## src/rtl/dma_ram_responder.sv

```systemverilog
// RAM-side DMA command consumer: FIFO-buffers beats, issues one memory request per beat, pulses done per burst.
// Optional ADDR_CHECK_EN enables the per-burst address-sequence checker (err_OUT[3]).
module dma_ram_responder #(
    parameter int unsigned ADDR_W    = 64,
    parameter int unsigned DEPTH     = 4,
    parameter int unsigned CNT_W     = 16,
    parameter int unsigned ADDR_STEP = 8
) (
    input  logic              clk,
    input  logic              reset_L,
    input  logic              valid_IN,
    input  logic              End_IN,
    input  logic [ADDR_W-1:0] addr_IN,
    input  logic [1:0]        trans_IN,
    input  logic              mem_ready_IN,
    output logic              ready_OUT,
    output logic              mem_req_OUT,
    output logic              mem_we_OUT,
    output logic [ADDR_W-1:0] mem_addr_OUT,
    output logic              done_OUT,
    output logic [CNT_W-1:0]  beat_cnt_OUT,
    output logic [3:0]        err_OUT
);

    localparam int unsigned IDX_W = $clog2(DEPTH);
    localparam int unsigned PTR_W = IDX_W + 1;

    if (DEPTH < 2 || (DEPTH & (DEPTH - 1)) != 0 || ADDR_STEP == 0) begin : g_bad_params
        $error("dma_ram_responder: DEPTH must be a power of 2 >= 2 and ADDR_STEP nonzero");
    end

    typedef enum logic [1:0] {
        IDLE  = 2'd0,
        BURST = 2'd1,
        DRAIN = 2'd2,
        DONE  = 2'd3
    } state_e;

    state_e             state_q, state_d;
    logic [PTR_W-1:0]   wr_q, wr_d;
    logic [PTR_W-1:0]   rd_q, rd_d;
    logic [1:0]         trans_q, trans_d;
    logic [CNT_W-1:0]   cnt_q, cnt_d;
    logic [3:0]         err_q, err_d;
    logic               req_q, req_d;
    logic               we_q, we_d;
    logic [ADDR_W-1:0]  addr_q, addr_d;
    logic               ready_q, ready_d;
    logic [ADDR_W-1:0]  mem_q [DEPTH];
`ifdef ADDR_CHECK_EN
    logic [ADDR_W-1:0]  last_addr_q, last_addr_d;
`endif

    logic               beat_legal;
    logic               fifo_full;
    logic               fifo_empty;
    logic               full_d;
    logic               push;
    logic               pop;
    logic [PTR_W-1:0]   remain;

    assign beat_legal = valid_IN && (trans_IN == 2'b01 || trans_IN == 2'b10);
    assign fifo_empty = (wr_q == rd_q);
    assign fifo_full  = (wr_q[PTR_W-1] != rd_q[PTR_W-1]) &&
                        (wr_q[IDX_W-1:0] == rd_q[IDX_W-1:0]);
    assign pop        = req_q && mem_ready_IN;

    always_comb begin
        state_d = state_q;
        trans_d = trans_q;
        cnt_d   = cnt_q;
        err_d   = err_q;
        push    = 1'b0;
`ifdef ADDR_CHECK_EN
        last_addr_d = last_addr_q;
`endif

        if (valid_IN && trans_IN == 2'b11) begin
            err_d[0] = 1'b1;
        end

        case (state_q)
            IDLE: begin
                if (beat_legal) begin
                    push    = 1'b1;
                    trans_d = trans_IN;
                    cnt_d   = CNT_W'(1);
`ifdef ADDR_CHECK_EN
                    last_addr_d = addr_IN;
`endif
                    state_d = End_IN ? DRAIN : BURST;
                end
            end
            BURST: begin
                if (beat_legal) begin
                    if (fifo_full) begin
                        err_d[1] = 1'b1;
                    end else begin
                        push  = 1'b1;
                        cnt_d = (&cnt_q) ? cnt_q : cnt_q + CNT_W'(1);
                        if (trans_IN != trans_q) begin
                            err_d[2] = 1'b1;
                        end
`ifdef ADDR_CHECK_EN
                        if (addr_IN != last_addr_q + ADDR_W'(ADDR_STEP)) begin
                            err_d[3] = 1'b1;
                        end
                        last_addr_d = addr_IN;
`endif
                    end
                end
                // End terminates the burst even when its beat is dropped or illegal
                if (End_IN) begin
                    state_d = DRAIN;
                end
            end
            DRAIN: begin
                if (beat_legal) begin
                    err_d[1] = 1'b1;
                end
                if (fifo_empty && !req_q) begin
                    state_d = DONE;
                end
            end
            DONE: begin
                if (beat_legal) begin
                    err_d[1] = 1'b1;
                end
                state_d = IDLE;
            end
            default: state_d = IDLE;
        endcase

`ifndef ADDR_CHECK_EN
        err_d[3] = 1'b0;
`endif
    end

    // The request register presents the entry at rd_q; rd_q only advances on the handshake,
    // so the presented beat still occupies its FIFO slot until memory takes it.
    always_comb begin
        wr_d   = push ? wr_q + PTR_W'(1) : wr_q;
        rd_d   = pop  ? rd_q + PTR_W'(1) : rd_q;
        remain = (wr_q - rd_q) - PTR_W'(pop);
        req_d  = (remain != '0);
        we_d   = we_q;
        addr_d = addr_q;
        if (req_d) begin
            addr_d = mem_q[rd_d[IDX_W-1:0]];
            we_d   = (trans_q == 2'b10);
        end
        full_d  = (wr_d[PTR_W-1] != rd_d[PTR_W-1]) &&
                  (wr_d[IDX_W-1:0] == rd_d[IDX_W-1:0]);
        ready_d = !full_d && (state_d == IDLE || state_d == BURST);
    end

    always_ff @(posedge clk) begin
        if (!reset_L) begin
            state_q <= IDLE;
            wr_q    <= '0;
            rd_q    <= '0;
            trans_q <= '0;
            cnt_q   <= '0;
            err_q   <= '0;
            req_q   <= 1'b0;
            we_q    <= 1'b0;
            addr_q  <= '0;
            ready_q <= 1'b0;
`ifdef ADDR_CHECK_EN
            last_addr_q <= '0;
`endif
        end else begin
            state_q <= state_d;
            wr_q    <= wr_d;
            rd_q    <= rd_d;
            trans_q <= trans_d;
            cnt_q   <= cnt_d;
            err_q   <= err_d;
            req_q   <= req_d;
            we_q    <= we_d;
            addr_q  <= addr_d;
            ready_q <= ready_d;
`ifdef ADDR_CHECK_EN
            last_addr_q <= last_addr_d;
`endif
        end
    end

    always_ff @(posedge clk) begin
        if (reset_L && push) begin
            mem_q[wr_q[IDX_W-1:0]] <= addr_IN;
        end
    end

    assign ready_OUT    = ready_q;
    assign mem_req_OUT  = req_q;
    assign mem_we_OUT   = we_q;
    assign mem_addr_OUT = addr_q;
    assign done_OUT     = (state_q == DONE);
    assign beat_cnt_OUT = cnt_q;
    assign err_OUT      = err_q;

endmodule

```

## config.mk

```make
export PLATFORM = sky130hd
export DESIGN_NAME = dma_ram_responder
export DESIGN_NICKNAME = d
export VERILOG_FILES = /design/src/rtl/dma_ram_responder.sv
export SDC_FILE = /design/constraint.sdc
export NUM_CORES = 1
export LEC_CHECK = 0
export ABC_AREA = 0
export ABC_CLOCK_PERIOD_IN_PS = 4800
export CAP_MARGIN = 40
export CORE_MARGIN = 3
export CORE_UTILIZATION = 55
export CTS_BUF_LIST = sky130_fd_sc_hd__clkbuf_4 sky130_fd_sc_hd__clkbuf_8 sky130_fd_sc_hd__clkbuf_16
export CTS_CLUSTER_DIAMETER = 200
export CTS_CLUSTER_SIZE = 28
export DETAILED_ROUTE_END_ITERATION = 12
export PLACE_DENSITY = 0.79
export SYNTH_ARGS = -nofsm -noshare
export SYNTH_HDL_FRONTEND = slang
export SYNTH_SLANG_ARGS = --single-unit
```

## constraint.sdc

```tcl
create_clock -name clk -period 4.8 [get_ports clk]
set_input_delay 0.96 -clock clk [delete_from_list [all_inputs] [get_ports clk]]
set_output_delay 0.96 -clock clk [all_outputs]
set_load 0.02 [all_outputs]
```

==> impl_metrics.ini <==
[floorplanning]
num_rows = 55
die-area_um2 = 25400
core_um2 = 22800
die_height_um = 159
io_pins = 159
initial_core_util = 0.565
die_w_um = 159

[route]
viasPerCell = 5.81
vias = 6748
drc_errors = 0
wl_per_cell_um = 21.2
antenna_left = 0
first_iter_violations = 452
dr.pass1.iters = 5
wirelength_um = 24700

[sta]
fin_skew_ns = 0.0192
layout_min_cycle_time_ns = 3.99
hold_viol_final = 0
fmax_mhz = 250
rsz0062_at_grt = no
hold_ws_ns = 0.482
worst_pin_slew_ns = 0.904
maxSlewViolCount = 0
slew_headroom = 0.392
setup_viol = 0
tns_ns = 0
fin_crit_sh = 0.832

[synthesis]
synth_most_common_cell = edfxtp_1
ys_async_sr_fraction = 0
synthDistinctLibCells = 47
synth-edff-count = 256
synth_seq_cells = 352
netlist_instances = 686
synth_area_leaders = edfxtp_1, dfxtp_1, mux4_2
synthFlopType = edfxtp_1
yosysTopAreaCell = edfxtp_1
ys_seq_area_frac = 0.744
syn_nets = 769
synth_area_um2 = 12900
synth_warnings = 0
synth_top_cell_area_share = 0.595
synth_area_per_cell_um2 = 18.8
synth_commonest_cells = edfxtp_1, dfxtp_1, a22o_1

[clock_tree]
cts_tree = yes
clk_latency_ns = 0.50
htreeDepth = 1
cts_hold_buf = 0
ctsResizeCount = 0
post_cts_buffers = 0
clk_path_buf_depth = 3
clockRootBuffer = clkbuf_16
clkSinkCount = 352
clk_pin_slew_ns = 0.11
cts_made_buffers = 16

[final_layout]
multi_input_area_um2 = 3180
synthToLayoutAreaGrowth_pct = 19.8
register_area_um2 = 9610
fillers = 1522
post-route-util = 0.677
nets = 921
design_area_um2 = 15500
drive_gt1_frac = 0.143
num_antenna_cells = 0

[grt]
grt_use_total = 0.194
overflow = 0
grt_pass1_vias = 7115
antenna_found_initial = 0
grt_pass1_wl_um = 39400
grt_max_degree = 65

[worst_setup_path]
path_max_fanout = 64
startpoint = mem_ready_IN
cp.arrival_ns = 4.37
r2r-start = mem_req_OUT
start_kind = input port
crit_path_end_kind = flop
critPathKind = input port to flop
crit_required_ns = 5.18

[power_and_ir_drop]
pwr-share-clk = 0.206
intPower_mw = 5.50
p_comb_frac = 0.302
p_sw_mw = 2.23
leakagePower_nw = 5.09
power_density_nw_per_um2 = 499
switching_share = 0.289
ir_worst_vdd_v = 0.000342
seq_power_share = 0.491
post-layout-total-power_mw = 7.73

[placement]
dp_hpwl_um = 15300
dpl_cell_area_um2 = 15000
io_buffer_count = 157
gp_congestion = 0.778

[outcome]
outcome = complete, no violations

[worst_hold_path]
hp-start = mem_we_OUT
hp-class = flop to flop

[job]
maxCapViolations = 0
## cells in the final DEF (no fill, tap or decap), drive strengths merged, types with 10 or more instances in the layout
| master | instances |
|---|---|
| a21oi | 11 |
| a22o | 65 |
| buf | 12 |
| clkbuf | 27 |
| clkdlybuf4s50 | 157 |
| dfxtp | 96 |
| edfxtp | 256 |
| ha | 10 |
| mux4 | 64 |
| nand2 | 19 |
| nor2 | 28 |
| xnor2 | 17 |
## logic make-up after synthesis
logic type      count (synthesis)  share of synthesized area
other cells                     1                   0.000290
mux                            68                      0.115
fa+ha+maj                      12                     0.0128
flops                         352                      0.744
buf+inv                        44                     0.0144
xor+xnor                       24                     0.0179
simple gates                   87                     0.0337
compound gates                 98                     0.0623
## worst paths after layout
path	end	slack, ns	cells after the start
setup / recovery	mem_addr_OUT[8]	0.81	12
hold / removal	mem_we_OUT	0.48	2
setup reg to reg	mem_addr_OUT[8]	1.37	11
hold reg to reg	mem_we_OUT	0.48	2
## metrics by stage
| stage | cells | setup WS, ns |
|---|---|---|
| 6_report | 1161 | 0.806 |
| 5_1_grt | 1161 | 0.684 |
| 4_1_cts | 1161 | 0.851 |
| 3_5_place_dp | 1133 | 0.333 |
| 3_3_place_gp | 1133 | 0.453 |
| 2_1_floorplan | 686 | 0.988 |
## state kept, by name, summed over array words and instances, names as in the netlist
name,flops
mem_q,256
mem_req_OUT,1
beat_cnt_OUT,16
mem_we_OUT,1
err_OUT,3
state_q,2
ready_OUT,1
rd_q,3
wr_q,3
trans_q,2
mem_addr_OUT,64
## worst max-delay path, stage by stage
cell	delay, ns
clkdlybuf4s50_1	0.52
nand2_1	0.19
fa_1	0.56
inv_1	0.05
ha_1	0.17
or2_2	0.30
fa_1	0.39
xnor2_1	0.19
nor3_1	0.46
nor2_4	0.08
buf_12	0.24
a22o_1	0.24
## per-layer routing
layer	wire length [µm]	vias up	track usage
li1	-	3041	-
met1	10300	3466	0.259
met2	12600	208	0.335
met3	1390	33	0.0364
met4	419	0	0.0446
met5	0	-	0
## final cells by class
type / instances / area share
clock buffers: 27 / 0.0323
clock inverters: 1 / 0.00105
inverters: 9 / 0.00218
multi-input cells: 290 / 0.205
flip-flops and latches: 352 / 0.621
well taps: 313 / 0.0253
repair buffers: 169 / 0.113
## power groups by stage
stage | Sequential, mW | Clock [mW] | Combinational (mW)
floorplan | 4.12 | 0 | 1.10
global placement | 3.85 | 0 | 2.31
detailed placement | 3.85 | 0 | 2.37
CTS | 3.79 | 1.64 | 2.37
global route | 3.83 | 1.75 | 2.49
finish | 3.80 | 1.59 | 2.34
No activity file was read; power rests on OpenSTA's default activity.
